**src/rtl/mpeg2_quant_pkg.sv**
```systemverilog
// Shared definitions for the quantiser matrix upload path: command codes,
// one-hot sequencer states and matrix geometry.
package mpeg2_quant_pkg;

    localparam logic [1:0] QCMD_RESET     = 2'b00;
    localparam logic [1:0] QCMD_INTRA     = 2'b01;
    localparam logic [1:0] QCMD_NON_INTRA = 2'b10;

    localparam logic [5:0] QM_LAST_ADDR = 6'h3f;

    typedef enum logic [4:0] {
        QST_IDLE  = 5'b00001,
        QST_RESET = 5'b00010,
        QST_LOAD  = 5'b00100,
        QST_DONE  = 5'b01000,
        QST_ABORT = 5'b10000
    } qm_state_t;

endpackage

```
**src/rtl/quant_matrix_loader.sv**
```systemverilog
// Uploads 64 zigzag bytes into the intra or non-intra quantiser matrix, or reverts both to defaults.
// Latency: write strobe one cycle after each byte handshake; done one cycle after the last write.
// Backpressure: byte_ready only in LOAD, cmd_ready only in IDLE; clk_en low freezes everything.
module quant_matrix_loader
    import mpeg2_quant_pkg::*;
(
    input  logic       clk,
    input  logic       rst,
    input  logic       clk_en,
    input  logic       cmd_valid,
    input  logic [1:0] cmd_sel,
    output logic       cmd_ready,
    input  logic       byte_valid,
    input  logic [7:0] byte_dta,
    output logic       byte_ready,
    input  logic       abort,
    output logic [5:0] quant_wr_addr,
    output logic [7:0] quant_wr_dta,
    output logic       quant_wr_clk_en,
    output logic       intra_wr_en,
    output logic       non_intra_wr_en,
    output logic       intra_rst_values,
    output logic       non_intra_rst_values,
    output logic       busy,
    output logic       done,
    output logic       zero_err
);

    qm_state_t  state;
    logic [5:0] cnt;
    logic       tgt_intra;
    logic       wr_q;
    logic       intra_wr_q;
    logic       non_intra_wr_q;
    logic       intra_rst_q;
    logic       non_intra_rst_q;
    logic       done_q;

    assign cmd_ready  = (state == QST_IDLE);
    assign byte_ready = (state == QST_LOAD);
    assign busy       = (state != QST_IDLE);

    // Pulse registers hold across a freeze; gating with clk_en hides them until the
    // enabled cycle, so the matrix blocks capture each strobe exactly once.
    assign quant_wr_clk_en      = wr_q & clk_en;
    assign intra_wr_en          = intra_wr_q & clk_en;
    assign non_intra_wr_en      = non_intra_wr_q & clk_en;
    assign intra_rst_values     = intra_rst_q & clk_en;
    assign non_intra_rst_values = non_intra_rst_q & clk_en;
    assign done                 = done_q & clk_en;

    always_ff @(posedge clk or negedge rst) begin
        if (!rst) begin
            state           <= QST_IDLE;
            cnt             <= 6'd0;
            tgt_intra       <= 1'b0;
            wr_q            <= 1'b0;
            intra_wr_q      <= 1'b0;
            non_intra_wr_q  <= 1'b0;
            intra_rst_q     <= 1'b0;
            non_intra_rst_q <= 1'b0;
            done_q          <= 1'b0;
            quant_wr_addr   <= 6'd0;
            quant_wr_dta    <= 8'd0;
            zero_err        <= 1'b0;
        end else if (clk_en) begin
            wr_q            <= 1'b0;
            intra_wr_q      <= 1'b0;
            non_intra_wr_q  <= 1'b0;
            intra_rst_q     <= 1'b0;
            non_intra_rst_q <= 1'b0;
            done_q          <= 1'b0;
            unique case (state)
                QST_IDLE: begin
                    if (cmd_valid) begin
                        case (cmd_sel)
                            QCMD_RESET: begin
                                state           <= QST_RESET;
                                wr_q            <= 1'b1;
                                intra_rst_q     <= 1'b1;
                                non_intra_rst_q <= 1'b1;
                                zero_err        <= 1'b0;
                            end
                            QCMD_INTRA, QCMD_NON_INTRA: begin
                                state     <= QST_LOAD;
                                tgt_intra <= (cmd_sel == QCMD_INTRA);
                                cnt       <= 6'd0;
                                zero_err  <= 1'b0;
                            end
                            default: state <= QST_DONE;
                        endcase
                    end
                end
                QST_RESET: state <= QST_DONE;
                QST_LOAD: begin
                    // Abort beats a simultaneous byte: it is consumed but never written.
                    if (abort) begin
                        state           <= QST_ABORT;
                        wr_q            <= 1'b1;
                        intra_rst_q     <= tgt_intra;
                        non_intra_rst_q <= !tgt_intra;
                    end else if (byte_valid) begin
                        wr_q           <= 1'b1;
                        intra_wr_q     <= tgt_intra;
                        non_intra_wr_q <= !tgt_intra;
                        quant_wr_addr  <= cnt;
                        quant_wr_dta   <= byte_dta;
                        cnt            <= cnt + 6'd1;
                        if (byte_dta == 8'd0) begin
                            zero_err <= 1'b1;
                        end
                        if (cnt == QM_LAST_ADDR) begin
                            state <= QST_DONE;
                        end
                    end
                end
                QST_DONE: begin
                    done_q <= 1'b1;
                    state  <= QST_IDLE;
                end
                QST_ABORT: state <= QST_IDLE;
                default:   state <= QST_IDLE;
            endcase
        end
    end

endmodule
```
**config.mk**
```make
export PLATFORM = sky130hd
export DESIGN_NAME = quant_matrix_loader
export DESIGN_NICKNAME = d
export VERILOG_FILES = /design/src/rtl/mpeg2_quant_pkg.sv /design/src/rtl/quant_matrix_loader.sv
export SDC_FILE = /design/constraint.sdc
export NUM_CORES = 1
export LEC_CHECK = 0
export ABC_AREA = 0
export BUFFER_PORTS_ARGS = -buffer_cell sky130_fd_sc_hd__buf_4
export CAP_MARGIN = 10
export CORE_UTILIZATION = 25
export CTS_CLUSTER_SIZE = 10
export DETAILED_ROUTE_END_ITERATION = 10
export PLACE_DENSITY_LB_ADDON = 0.15
export SLEW_MARGIN = 20
export SYNTH_ARGS = -nofsm -noshare
export SYNTH_HDL_FRONTEND = slang
export SYNTH_SLANG_ARGS = --single-unit
export TNS_END_PERCENT = 20
```
**constraint.sdc**
```tcl
create_clock -name clk -period 2.91 [get_ports clk]
set_input_delay 0.582 -clock clk [delete_from_list [all_inputs] [get_ports clk]]
set_output_delay 0.582 -clock clk [all_outputs]
set_load 0.02 [all_outputs]
```
==> qor.yml, run 1 <==
fin_skew_ns: 0.00400
syn_avg_cell_area_um2: 9.26
grt_pass1_vias: 1333
synth-seq-cells: 33
die_h_um: 84.3
place_congestion: 0.786
clk_pin_slew_ns: 0.06
grt_first_pass_wirelength_um: 6710
maxSlewViolCount: 0
initialDrtViolationCount: 75
ctsRootBufferMaster: "clkbuf_8"
worstPathCellList: "nor4_1 -> and2_1 -> buf_4"
seq_area_frac_synth: 0.488
slew_headroom: 0.579
wirelength_um: 3850
die_area_um2: 7110
synth_top_area_cell: "dfrtp_1"
combPwrFrac: 0.393
drive_gt1_frac: 0.244
cts-resized-gates: 0
peakVddDrop_uv: 227
yosysMostFrequentCell: "nand2_1"
io_buffers: 39
min-delay-path-class: "in -> async"
n_antenna_cell: 0
crit_type: "reg -> out"
crit_arrival_ns: 1.76
rsz0062_at_grt: "no"
synth_fp_nets: 203
num-fill-cells: 676
synth_top_area_share: 0.473
finalSetupViolCount: 0
startpoint_type: "flop"
yosysWarningCount: 0
vias: 1371
final_nets: 241
synthesis.area_um2: 1690
cts_tree: "yes"
cts_inserted_buffers: 5
row_count: 29
htree_levels: 2
postSynthCellCount: 183
ant_nets: 0
crit_required_ns: 2.33
r2r-end: "state[3]"
seq_power_share: 0.402
wl_per_cell_um: 12.9
synth.distinct_cells: 47
ff2ff_setup_slack_ns: 1.05
start_util: 0.262
netlist_top_cells_area: "dfrtp_1 (47%), nand2_1 (10%), ha_1 (3.0%)"
grt_max_degree: 34
drc_errors: 4
antenna_found_initial: 0
final-hold-violation-count: 0
cp-end-kind: "output port"
max_clock_freq_mhz: 428
cpMaxStageDelayCell: "dfrtp_1"
powerDensity_nw_per_um2: 796
switchingPower_uw: 648
gr-usage-all-layers: 0.121
worst_slack_ns: 0.571
internal_power_mw: 1.04
synth_commonest_cells: "nand2_1 (47), dfrtp_1 (32), inv_1 (11)"
fin_setup_tns_ns: 0
cap_violations: 0
p_sw_frac: 0.384
synth-edff-count: 0
grt_overflow_total: 0
fp.dieW_um: 84.3
post-route-period-util: 0.804
core_um2: 6460
cts.sinks: 33
async_reset_ff_frac: 1.00
hold_buffers: 0
clockBufferDepth: 2
slowest_delay_ns: 0.48
violations: "design-rule violations"
synth_ff_type: "dfrtp_1"
post_cts_buffers: 0
area_growth_pct: 25.0
preCtsSetupSlack_ns: 0.877
first_pass_iters: 7
p_clk_frac: 0.205
r2r_cells: 4
worst_slew_pin_slew_ns: 0.630
crit_fanout: 11
clk_latency_ns: 0.28
dp_hpwl_um: 2820
io_pins: 40
fin_crit_ns: 2.34
r2r_start: "state[0]"
avgViaCountPerCell: 4.60
status: "finished with violations"
p_leak_nw: 1.02
## layout make-up
cell class,count,area (um2),area share
tap,77,96.3,0.0455
sequential,33,827,0.391
inverter,12,45.0,0.0213
clock buffer,7,86.3,0.0408
timing repair buffer,39,293,0.138
multi-input combinational,130,769,0.363
## how the worst max path moves through the flow
| stage | from | endpoint | slack, ns |
|---|---|---|---|
| floorplan | clk_en | done | 1.09 |
| global placement | state[1] | byte_ready | 0.89 |
| detailed placement | state[1] | byte_ready | 0.88 |
| CTS | state[1] | byte_ready | 0.56 |
| global route | state[1] | byte_ready | 0.44 |
| finish | state[1] | byte_ready | 0.57 |
## worst max-delay path, delay by kind of cell (launching register included)
family        cells  cell delay [ns]
buf+inv           1             0.22
simple gates      2             0.78
flops             1             0.48
## registers in the layout (all words and copies together), names as in the netlist, 5 cells and up
register and count:
quant_wr_dta 8, state 5, quant_wr_addr 6, cnt 6
## layout by cell type, fill, tap and decap left out, types with 6 or more instances in the layout
cell type  count
clkbuf_8       6
nand2_1       47
dfrtp_1       32
and2_1         7
nor2_1         7
buf_4         39
inv_1         11
## cells by family after synthesis
logic type,share of synthesized area
multiplexers,0.0258
adder cells (fa/ha/maj),0.0295
AND/OR/NAND/NOR,0.270
XOR/XNOR,0.00517
flip-flops,0.488
buffers and inverters,0.0576
AO/OA/AOI/OAI,0.123
## per-stage QoR
stage                     cells  hold slack [ns]  cell area (um2)  total power [mW]  utilization
after global routing        298            0.258             2120              1.82        0.328
after detailed placement    291            0.468             2030              1.36        0.314
final                       298            0.232             2120              1.68        0.328
after global placement      291            0.461             2030              1.36        0.314
after floorplan             183            0.286             1690              1.12            -
after CTS                   298            0.252             2120              1.71        0.328
## power groups by stage
stage          logic, mW  registers [mW]  clock network (mW)
6_report           0.661           0.678               0.345
2_1_floorplan      0.419           0.702                   0
5_1_grt            0.732           0.702               0.386
4_1_cts            0.672           0.680               0.360
3_5_place_dp       0.669           0.689                   0
3_3_place_gp       0.674           0.688                   0
## metal layers
| layer | vias to the layer above | wire, um | GRT usage | part of all wire |
|---|---|---|---|---|
| li1 | 706 | - | - | - |
| met1 | 640 | 1920 | 0.167 | 0.50 |
| met2 | 21 | 1720 | 0.177 | 0.45 |
| met3 | 4 | 157 | 0.0383 | 0.041 |
| met4 | 0 | 55 | 0.0423 | 0.014 |
| met5 | - | 0 | 0 | 0 |
Note: power is estimated with default switching activity, not from simulation.
==> inputs of run 2 (changes only) <==
==> constraint.sdc (replaced) <==
create_clock -name clk -period 1.9 [get_ports clk]
set_input_delay 0.38 -clock clk [delete_from_list [all_inputs] [get_ports clk]]
set_output_delay 0.38 -clock clk [all_outputs]
set_load 0.02 [all_outputs]
==> qor.yml, run 2 (synthesis results as in run 1) <==
status: "finished with violations"
violations: "design-rule violations"
grt_util_met2: 0.211
post-route-period-util: 0.966
slowest_delay_ns: 0.49
final_common_cell: "buf_4"
clk_latency_ns: 0.29
cap_violations: 0
max_clock_freq_mhz: 545
p_leak_nw: 1.07
dp_hpwl_um: 3020
peakVddDrop_uv: 350
r2r-end: "quant_wr_addr[3]"
cp-end-kind: "output port"
area_growth_pct: 30.2
whs_ns: 0.0342
row_count: 29
final_nets: 251
hold_buffers: 0
ctsRootBufferMaster: "clkbuf_8"
final-hold-violation-count: 0
r2r_cells: 5
place_congestion: 0.771
num-fill-cells: 693
cts.sinks: 33
fin_util: 0.342
final_cell_mix: "buf_4 (49), nand2_1 (46), dfrtp_1 (31)"
wl_per_cell_um: 13.5
crit_arrival_ns: 1.46
rsz0062_at_grt: "yes"
top_register: "quant_wr_dta"
busiest_layer: "met2"
worstPathCellList: "nor4_2 -> and2_2 -> buf_4"
grt_max_degree: 34
core_um2: 6460
fp.dieW_um: 84.3
io_buffers: 39
r2r_start: "state[1]"
use_met3: 0.0315
cts_tree: "yes"
startpoint_type: "flop"
drive_gt1_frac: 0.297
start_util: 0.262
maxSlewViolCount: 0
gr-usage-all-layers: 0.132
grt_first_pass_wirelength_um: 7310
crit_required_ns: 1.52
slew_headroom: 0.711
ff_latch_area_um2: 828
powerDensity_nw_per_um2: 1240
drc_errors: 2
fin_crit_ns: 1.84
grt_overflow_total: 0
grt_use_met1: 0.171
clockBufferDepth: 2
grt_pass1_vias: 1473
crit_type: "reg -> out"
largest_reg_flops: 8
n_antenna_cell: 0
min-delay-path-class: "in -> async"
multiInputGateArea_um2: 786
crit_start: "state[1]"
cpMaxStageDelayCell: "dfrtp_2"
ff2ff_setup_slack_ns: 0.21
reg_top3: "quant_wr_dta (8), cnt (6), quant_wr_addr (6)"
clk_pin_slew_ns: 0.06
ant_nets: 0
cts_inserted_buffers: 5
initialDrtViolationCount: 43
wirelength_um: 4180
htree_levels: 2
finalSetupViolCount: 0
vias: 1385
io_pins: 40
die_h_um: 84.3
crit_fanout: 9
first_pass_iters: 9
die_area_um2: 7110
fin_skew_ns: 0.00701
worst_slew_pin_slew_ns: 0.434
antenna_found_initial: 0
avgViaCountPerCell: 4.48
run 2: critical path, delay by kind of cell, from the launching register on:
kind,cells,cell delay (ns)
buffers and inverters,1,0.15
flip-flops,1,0.49
AND/OR/NAND/NOR,2,0.54
run 2: what timing repair did:
action                                  CTS  global route
buffers inserted                          3             1
endpoints found under the setup margin    3             2
gates resized for setup                   3             2
run 2: worst max path at each step:
stage	to	slack, ns	cells after the start
floorplan	state[1]	0.20	5
global placement	state[1]	0.13	4
detailed placement	state[3]	0.09	4
CTS	byte_ready	0.01	3
global route	byte_ready	-0.03	3
finish	byte_ready	0.06	3
run 2: metal layers:
metal,vias to the layer above,routed length (um)
li1,721,-
met1,636,2130
met2,22,1840
met3,6,135
met4,0,82
met5,-,0
run 2: final cells by class:
class	instances	area share
flip-flops and latches	33	0.375
clock buffers	6	0.0329
repair buffers	49	0.167
inverters	12	0.0204
well taps	77	0.0437
multi-input cells	130	0.356
clock inverters	2	0.00454
run 2: power breakdown:
group	internal, mW	switching (mW)
Clock	0.254	0.255
Sequential	0.868	0.161
Combinational	0.544	0.649
run 2: metrics by stage:
step | total power [mW] | instance area (um2) | TNS, ns | cells | worst slack [ns]
2_1_floorplan | 1.72 | 1690 | 0 | 183 | 0.196
3_3_place_gp | 2.12 | 2080 | 0 | 297 | 0.133
3_5_place_dp | 2.11 | 2080 | 0 | 297 | 0.0931
4_1_cts | 2.73 | 2190 | 0 | 308 | 0.00986
5_1_grt | 2.92 | 2210 | -0.0414 | 309 | -0.0310
6_report | 2.73 | 2210 | 0 | 309 | 0.0639
==> inputs of run 3 (changes only) <==
--- a/config.mk
+++ b/config.mk
@@ -8,7 +8,7 @@
 export ABC_AREA = 0
 export BUFFER_PORTS_ARGS = -buffer_cell sky130_fd_sc_hd__buf_4
 export CAP_MARGIN = 10
-export CORE_UTILIZATION = 25
+export CORE_UTILIZATION = 48
 export CTS_CLUSTER_SIZE = 10
 export DETAILED_ROUTE_END_ITERATION = 10
 export PLACE_DENSITY_LB_ADDON = 0.15
==> qor.yml, run 3 (synthesis results as in run 1) <==
grt_pass1_vias: 1297
die_h_um: 61.4
clk_latency_ns: 0.34
grt_first_pass_wirelength_um: 6000
final-hold-violation-count: 0
maxSlewViolCount: 0
worst_slew_pin_slew_ns: 0.407
htree_levels: 2
cts_tree: "yes"
p_sw_frac: 0.400
status: "finished clean"
fin_skew_ns: 0.0115
powerDensity_nw_per_um2: 1240
grt_overflow_total: 0
peakVddDrop_uv: 753
fin_crit_ns: 1.86
drive_gt1_frac: 0.315
min-delay-path-class: "in -> reg"
final_nets: 254
first_pass_iters: 4
clockBufferDepth: 2
hp-start: "byte_dta[3]"
wl_per_cell_um: 13.6
p_leak_nw: 1.07
cpLargestDelayFamily: "flip-flops"
critPathBufInv: 2
dp_hpwl_um: 2710
num-fill-cells: 285
gr-usage-all-layers: 0.222
crit_fanout: 5
dp_cells: 263
power.total_mw: 2.70
post-route-period-util: 0.979
reg_top3: "quant_wr_dta (8), cnt (6), quant_wr_addr (6)"
final_cell_mix: "buf_4 (49), nand2_1 (46), dfrtp_1 (29)"
cap_violations: 0
top_register: "quant_wr_dta"
vias: 1455
core_um2: 3360
drc_errors: 0
antenna_found_initial: 0
finalSetupViolCount: 0
crit_type: "reg -> out"
n_antenna_cell: 0
startpoint_type: "flop"
clk_pin_slew_ns: 0.10
p_clk_frac: 0.138
crit_arrival_ns: 1.48
fin_util: 0.648
initialDrtViolationCount: 67
ant_nets: 0
r2r_start: "state[0]"
grt_max_degree: 34
crit_start: "state[0]"
cts.sinks: 33
largest_reg_flops: 8
cpMaxStageDelayCell: "dfstp_2"
seq_power_share: 0.388
area_growth_pct: 28.7
max_clock_freq_mhz: 538
slew_headroom: 0.729
start_util: 0.504
cts_inserted_buffers: 5
io_pins: 40
final_common_cell: "buf_4"
ctsRootBufferMaster: "clkbuf_4"
fin_cells: 281
slowest_delay_ns: 0.58
combPwrFrac: 0.474
switchingPower_mw: 1.08
row_count: 21
cp-end-kind: "output port"
avgViaCountPerCell: 5.18
worstPathCellList: "nor3b_4 -> nand2_2 -> inv_4 -> buf_4"
io_buffers: 39
wirelength_um: 3830
fp.dieW_um: 61.4
place_congestion: 0.840
crit_required_ns: 1.52
internal_power_mw: 1.62
die_area_um2: 3770
-- run 3: cell count changes in the layout (fill, tap and decap cells not counted), sizes merged --
cell,previous run,this run
dlygate4sd3,0,1
clkbuf,6,7
buf,49,50
-- run 3: through the flow --
| step | instance area [um2] | hold slack (ns) | worst slack, ns | setup TNS [ns] |
|---|---|---|---|---|
| after floorplan | 1690 | 0.0844 | 0.196 | 0 |
| after global placement | 2010 | 0.338 | 0.176 | 0 |
| after detailed placement | 2010 | 0.344 | 0.0693 | 0 |
| after CTS | 2130 | 0.235 | 0.00341 | 0 |
| after global routing | 2180 | 0.234 | -0.0162 | -0.0197 |
| final | 2180 | 0.238 | 0.0397 | 0 |
-- run 3: timing repair --
item	4_1_cts	5_1_grt
endpoints found under the setup margin	3	2
buffers inserted	4	5
pin swaps	0	2
hold endpoints to repair	32	0
hold buffers	1	0
resized for setup	5	6
-- run 3: area by class of cell --
type                    count  area [um2]  share of cell area
clock inverters             2        10.0             0.00459
flip-flops and latches     33         831               0.381
repair buffers             52         394               0.181
clock buffers               6        41.3              0.0189
inverters                  12        47.5              0.0218
well taps                  46        57.6              0.0264
multi-input cells         130         798               0.366
-- run 3: worst paths after layout --
path | endpoint | slack [ns] | cells past startpoint
min in group asynchronous | quant_wr_dta[3] | 0.50 | 2
max | cmd_ready | 0.04 | 4
min reg2reg | quant_wr_dta[5] | 0.48 | 2
max reg2reg | state[1] | 0.11 | 5
max in group asynchronous | state[0] | 1.06 | 2
min | quant_wr_dta[3] | 0.24 | 3
-- run 3: power by group through the flow --
stage | clock [mW] | sequential, mW | combinational (mW)
after floorplan | 0 | 1.08 | 0.642
after global placement | 0 | 1.04 | 1.00
after detailed placement | 0 | 1.05 | 1.03
after CTS | 0.383 | 1.04 | 1.15
after global routing | 0.413 | 1.07 | 1.40
final | 0.371 | 1.05 | 1.28
-- run 3: tightest hold or removal path, cell delays in order --
cell	delay, ns
buf_4	0.09
nand2_1	0.04
nand2_1	0.05
-- run 3: routing by layer --
metal  track usage  share of wire
met1         0.297           0.47
met2         0.346           0.46
met3        0.0630          0.052
met4        0.0794          0.012
met5             0              0
